==> src/rtl/mult4u_residue_checker_pkg.sv <==
// Shared types and helpers for the residue-checked 4-bit multiplier stage.
// Holds the FSM state encoding and a mod-3 helper for values up to 8 bits.
package mult4u_chk_pkg;

  localparam int RES_W = 2;

  typedef enum logic [1:0] {
    IDLE,
    SETTLE,
    CHECK,
    OUT
  } state_e;

  // Sum 2-bit digits, then fold twice: the digit sum of an 8-bit value is at most 12.
  function automatic logic [RES_W-1:0] mod3(input logic [7:0] v);
    logic [4:0] s;
    s = 5'(v[1:0]) + 5'(v[3:2]) + 5'(v[5:4]) + 5'(v[7:6]);
    s = 5'(s[4:2]) + 5'(s[1:0]);
    s = 5'(s[4:2]) + 5'(s[1:0]);
    return (s[1:0] == 2'd3) ? 2'd0 : s[1:0];
  endfunction

endpackage

==> src/rtl/mult4u_residue_checker_mod3.sv <==
// Combinational W-bit to 2-bit mod-3 residue.
// Adds the 2-bit digits, then folds the sum until it drops below 4.
module mod3_residue
  import mult4u_chk_pkg::*;
#(
  parameter int W = 8
) (
  input  logic [W-1:0]     value_i,
  output logic [RES_W-1:0] res_o
);

  localparam int ND = (W + 1) / 2;
  localparam int PW = 2 * ND;
  localparam int SW = W + 2;

  logic [PW-1:0] padded;
  logic [SW-1:0] acc;

  assign padded = PW'(value_i);

  // Each fold maps x to (x>>2)+(x&3), which keeps x mod 3 and shrinks any x >= 4.
  always_comb begin
    acc = '0;
    for (int i = 0; i < ND; i++) begin
      acc = acc + SW'(padded[2*i +: 2]);
    end
    for (int k = 0; k < SW; k++) begin
      acc = (acc >> 2) + SW'(acc[1:0]);
    end
    res_o = (acc[1:0] == 2'd3) ? '0 : acc[1:0];
  end

endmodule

==> config.mk <==
export PLATFORM = sky130hd
export DESIGN_NAME = mod3_residue
export DESIGN_NICKNAME = d
export VERILOG_FILES = /design/src/rtl/mult4u_residue_checker_pkg.sv /design/src/rtl/mult4u_residue_checker_mod3.sv
export SDC_FILE = /design/constraint.sdc
export NUM_CORES = 1
export LEC_CHECK = 0
export BUFFER_PORTS_ARGS = -buffer_cell sky130_fd_sc_hd__buf_2
export CAP_MARGIN = 20
export CELL_PAD_IN_SITES_DETAIL_PLACEMENT = 0
export CELL_PAD_IN_SITES_GLOBAL_PLACEMENT = 1
export CORE_AREA = 2 2 39 41
export DETAILED_ROUTE_END_ITERATION = 8
export DIE_AREA = 0 0 41 43
export PLACE_DENSITY = 0.61
export SYNTH_ARGS = -nofsm -noshare
export SYNTH_HDL_FRONTEND = slang
export SYNTH_SLANG_ARGS = --single-unit
==> constraint.sdc <==
create_clock -name vclk -period 13.2
set_clock_uncertainty 0.05 [all_clocks]
set_input_delay 1.32 -clock vclk [all_inputs]
set_output_delay 1.32 -clock vclk [all_outputs]
set_load 0.005 [all_outputs]
==> results.toml, run 1 <==
[floorplan]
rows = 14
die_x_um = 41
core_um2 = 1384
dieArea_um2 = 1763
die_h_um = 43
start_util = 0.3038
io_pins = 10

[clocking]
post-cts-setup-buffers = 0
cts_resized = 0
cts_hold_buf = 0

[synth]
yosysWarnings = 0
avgSynthCellArea_um2 = 11.06
syn_inst = 38
synth_fp_nets = 70
syn_area_um2 = 420.4
ys_types = 10
ys_seq_area_frac = 0

[cells_and_area]
seqCellArea_um2 = 0
n_antenna_cell = 0
nets = 82
areaGrowthSynthToFinish_pct = 16.67
nClkBuffers = 0
fillCellCount = 144
drive_above_1_share = 0.2500
sequential_cell_total = 0

[min_path]
hold-path-cell-count = 14
min_from = "value_i[6]"
min_path_type = "input pin to primary output"
min_to = "res_o[1]"

[placement]
hpwl_um = 502.4
gp_congestion = 0.5528
pre_cts_ws_ns = 4.662
port_buffers = 10

[timing]
drv_slew = 0
worstMarginPinSlew_ns = 0.2509
setup_viol = 0
finalHoldViolations = 0
period_needed_ns = 8.503
post-route-period-util = 0.6441
max_freq_mhz = 117.6
worst_slack_ns = 4.697
tns_ns = 0
slew_headroom = 0.8321
grt_setup_unrepaired = "no"

[global_route]
grt-ovfl-total = 0
grtUsageTotal = 0.06627
grt_pass1_vias = 264
grt_max_degree = 4
grt_pass1_wl_um = 876
antenna_found_initial = 0

[routing]
drc = 0
dr.pass1.iters = 1
ant_nets = 0
vias = 277
wl_um = 470
via_per_inst = 4.328
drt_iter0_drc = 0
post_drt_wl_per_cell_um = 7.344

[worst_setup_path]
cp-end-kind = "primary output"
critPathLaunchType = "input pin"
crit_required_ns = 11.83
crit_fanout = 2
cp.arrival_ns = 7.13
crit_type = "input pin to primary output"

[power]
powerDensity_nw_per_um2 = 185.9
max-vdd-ir-drop_mv = 0.1108
leakage_nw = 0.2997

[run]
max-cap-violations = 0

[run_status]
status = "finished, final reports clean"
[area by class of cell]
cell class                      instances  area, um^2  share of cell area
Multi-Input combinational cell         33       401.6              0.8189
Timing Repair Buffer                   10       50.05              0.1020
Tap cell                               16       20.02             0.04082
Inverter                                5       18.77             0.03827
[worst max-delay path, stage by stage]
cell     delay (ns)
buf_2          0.11
fa_1           0.55
fa_1           0.43
ha_1           0.22
fa_1           0.49
ha_1           0.14
inv_1          0.04
fa_1           0.47
inv_1          0.04
ha_1           0.19
ha_1           0.20
ha_1           0.18
ha_1           0.19
ha_1           0.18
ha_1           0.19
ha_1           0.20
ha_1           0.19
and2_2         0.17
ha_1           0.31
and3_2         0.18
ha_1           0.17
ha_1           0.18
ha_1           0.18
ha_1           0.19
xnor2_1        0.17
and2_1         0.14
buf_2          0.10
[through the flow]
step                hold WS, ns  cells  power [mW]  cell area [um^2]    util
floorplan                 3.983     38     0.07048             420.4       -
global placement          4.290     64     0.09246             490.5  0.3544
detailed placement        4.320     64     0.09516             490.5  0.3544
CTS                       4.319     64     0.09518             490.5  0.3544
global route              4.482     64      0.1119             490.5  0.3544
finish                    4.277     64     0.09116             490.5  0.3544
[kinds of logic after synthesis]
| kind of cell | share of synthesized area |
|---|---|
| adders and majority gates | 0.8036 |
| and+or+nand+nor | 0.06846 |
| buffers and inverters | 0.04465 |
| xor gates and xnor gates | 0.08335 |
[metal layers]
metal	up-vias	global-route usage	routed length (um)	part of all wire
li1	147	-	-	-
met1	128	0.08360	221	0.47
met2	2	0.1250	245	0.52
met3	0	0	3	0.0064
met4	0	0	0	0
met5	-	0	0	0
[power by group]
part	switching, mW	internal (mW)
registers	0	0
logic	0.0456	0.0456
clock network	0	0
total	0.0456	0.0456
[layout by cell type, fill, tap and decap left out]
cell type	synthesis	routed
ha_1	19	19
buf_2	0	10
inv_1	5	5
fa_1	5	5
xor2_1	2	2
xnor2_1	2	2
and2_2	1	1
and3_2	1	1
nand2_1	1	1
and2_1	1	1
nor2_1	1	1
[cell usage after synthesis]
| cell | instances | area, um^2 |
|---|---|---|
| inv_1 | 5 | 18.77 |
| and2_1 | 1 | 6.260 |
| nor2_1 | 1 | 3.750 |
| xor2_1 | 2 | 17.52 |
| and3_2 | 1 | 7.510 |
| xnor2_1 | 2 | 17.52 |
| ha_1 | 19 | 237.7 |
| fa_1 | 5 | 100.1 |
| nand2_1 | 1 | 3.750 |
| and2_2 | 1 | 7.510 |
[worst max-delay path by stage]
stage                    start  slack [ns]       end  cells past startpoint
finish              value_i[1]        4.70  res_o[0]                     27
global route        value_i[1]        4.35  res_o[0]                     27
CTS                 value_i[1]        4.64  res_o[0]                     27
detailed placement  value_i[1]        4.66  res_o[0]                     27
global placement    value_i[1]        4.68  res_o[0]                     27
floorplan           value_i[1]        5.08  res_o[0]                     25
(Power assumes the default switching activity.)
==> run 2: changes to the inputs <==
Settings changed: ABC_AREA from default to 1, PLACE_DENSITY 0.61 to 0.67.
Clock period 13.2 ns to 8 ns, I/O delays scaled along.
==> results.toml, run 2 <==
[run_status]
status = "finished, final reports clean"

[routing]
dr.pass1.iters = 4
drc = 0
vias = 333
via_per_inst = 4.325
drt_iter0_drc = 1
post_drt_wl_per_cell_um = 6.740
ant_nets = 0
wl_um = 519

[cells_and_area]
mostFrequentLayoutCells = "19 x ha_1, 13 x inv_1, 10 x buf_2, 7 x nand2_1, 5 x fa_1"
final_cells = 77
areaGrowthSynthToFinish_pct = 15.43
drive_above_1_share = 0.1803
sequential_cell_total = 0
nClkBuffers = 0
n_antenna_cell = 0
mostFrequentLayoutCell = "ha_1"
nets = 95
seqCellArea_um2 = 0

[timing]
grt_setup_unrepaired = "no"
slew_headroom = 0.8821
setup_viol = 0
drv_slew = 0
post-route-period-util = 0.9249
period_needed_ns = 7.399
tns_ns = 0
max_freq_mhz = 135.2
worstMarginPinSlew_ns = 0.1756
finalHoldViolations = 0

[synth]
synth_area_leaders = "ha_1 52%, fa_1 22%, inv_1 11%"
synth_most_common_cell = "ha_1"
synth_fp_nets = 83
avgSynthCellArea_um2 = 8.906
synth_top_area_frac = 0.5234
synth_top_area_cell = "ha_1"
ys_seq_area_frac = 0
syn_inst = 51
synth_commonest_cells = "19 x ha_1, 13 x inv_1, 7 x nand2_1"
yosysWarnings = 0
ys_types = 10
syn_area_um2 = 454.2

[clocking]
cts_resized = 0
cts_hold_buf = 0
post-cts-setup-buffers = 0

[placement]
port_buffers = 10
numPlacedInstances = 77
gp_congestion = 0.5641
hpwl_um = 549

[global_route]
grt-ovfl-total = 0
grt_pass1_wl_um = 924
grt_pass1_vias = 282
grtUsageTotal = 0.06848
grt_max_degree = 5
antenna_found_initial = 0

[worst_setup_path]
cp.arrival_ns = 6.55
crit_fanout = 2
cp-end-kind = "primary output"
crit_type = "input pin to primary output"
critPathLaunchType = "input pin"
crit_required_ns = 7.15

[floorplan]
start_util = 0.3282
die_x_um = 41
dieArea_um2 = 1763
io_pins = 10
rows = 14
die_h_um = 43
core_um2 = 1384

[power]
max-vdd-ir-drop_mv = 0.1690
leakage_nw = 0.3434
powerDensity_nw_per_um2 = 316.3

[min_path]
min_path_type = "input pin to primary output"
min_from = "value_i[6]"
min_to = "res_o[1]"
hold-path-cell-count = 17

[run]
max-cap-violations = 0
run 2: cell count changes after synthesis:
cell	delta
xor2_1	-2
nand3_1	+2
and2_2	-1
xnor2_1	-1
nand2_1	+6
nand4_1	+1
and3_2	-1
inv_1	+8
nand2_2	+1
run 2: power breakdown:
part / leakage [nW] / internal, mW / switching (mW)
sequential: 0 / 0 / 0
clock: 0 / 0 / 0
combinational: 0.343 / 0.0781 / 0.0877
total: 0.343 / 0.0781 / 0.0877
run 2: worst max-delay path by stage:
stage | from | slack [ns] | cells past startpoint | to
final | value_i[1] | 0.60 | 27 | res_o[0]
after global routing | value_i[1] | 0.24 | 29 | res_o[0]
after CTS | value_i[1] | 0.54 | 27 | res_o[0]
after detailed placement | value_i[1] | 0.55 | 27 | res_o[0]
after global placement | value_i[1] | 0.59 | 27 | res_o[0]
after floorplan | value_i[1] | 1.01 | 25 | res_o[0]
run 2: worst max-delay path, cell delays in order:
cell     delay [ns]
buf_2          0.11
fa_1           0.55
fa_1           0.42
ha_1           0.22
fa_1           0.49
ha_1           0.14
inv_1          0.04
fa_1           0.47
inv_1          0.04
ha_1           0.18
ha_1           0.19
ha_1           0.18
ha_1           0.20
ha_1           0.18
ha_1           0.19
ha_1           0.20
ha_1           0.32
ha_1           0.30
nand4_1        0.12
inv_1          0.05
ha_1           0.18
ha_1           0.18
ha_1           0.18
ha_1           0.19
xnor2_1        0.18
and2_1         0.14
buf_2          0.10
run 2: logic make-up (layout without fill, tap and decap cells):
group / count (synthesis) / count (layout) / share of synthesized area
and+or+nand+nor: 13 / 13 / 0.1295
adders and majority gates: 24 / 24 / 0.7438
xor gates and xnor gates: 1 / 1 / 0.01929
buffers and inverters: 13 / 23 / 0.1074
run 2: area by class of cell:
type,instances,area (um^2)
inverter,13,48.80
timing repair buffer,10,50.05
tap,16,20.02
multi-input combinational,38,405.4
fill,156,859.6
run 2: per-layer routing:
metal  part of all wire  GRT usage  up-vias
met5                  0          0        -
met4                  0          0        0
met3              0.040          0        0
met2               0.50     0.1281        5
met1               0.46    0.08766      147
li1                   -          -      181
run 2: per-stage QoR:
step	hold slack, ns	power (mW)	utilization	instance area (um^2)	setup slack (ns)
4_1_cts	3.297	0.1723	0.3788	524.3	0.5374
6_report	3.266	0.1658	0.3788	524.3	0.6010
3_3_place_gp	3.266	0.1662	0.3788	524.3	0.5872
5_1_grt	3.441	0.1994	0.3788	524.3	0.2373
3_5_place_dp	3.295	0.1720	0.3788	524.3	0.5531
2_1_floorplan	2.975	0.1308	-	454.2	1.010
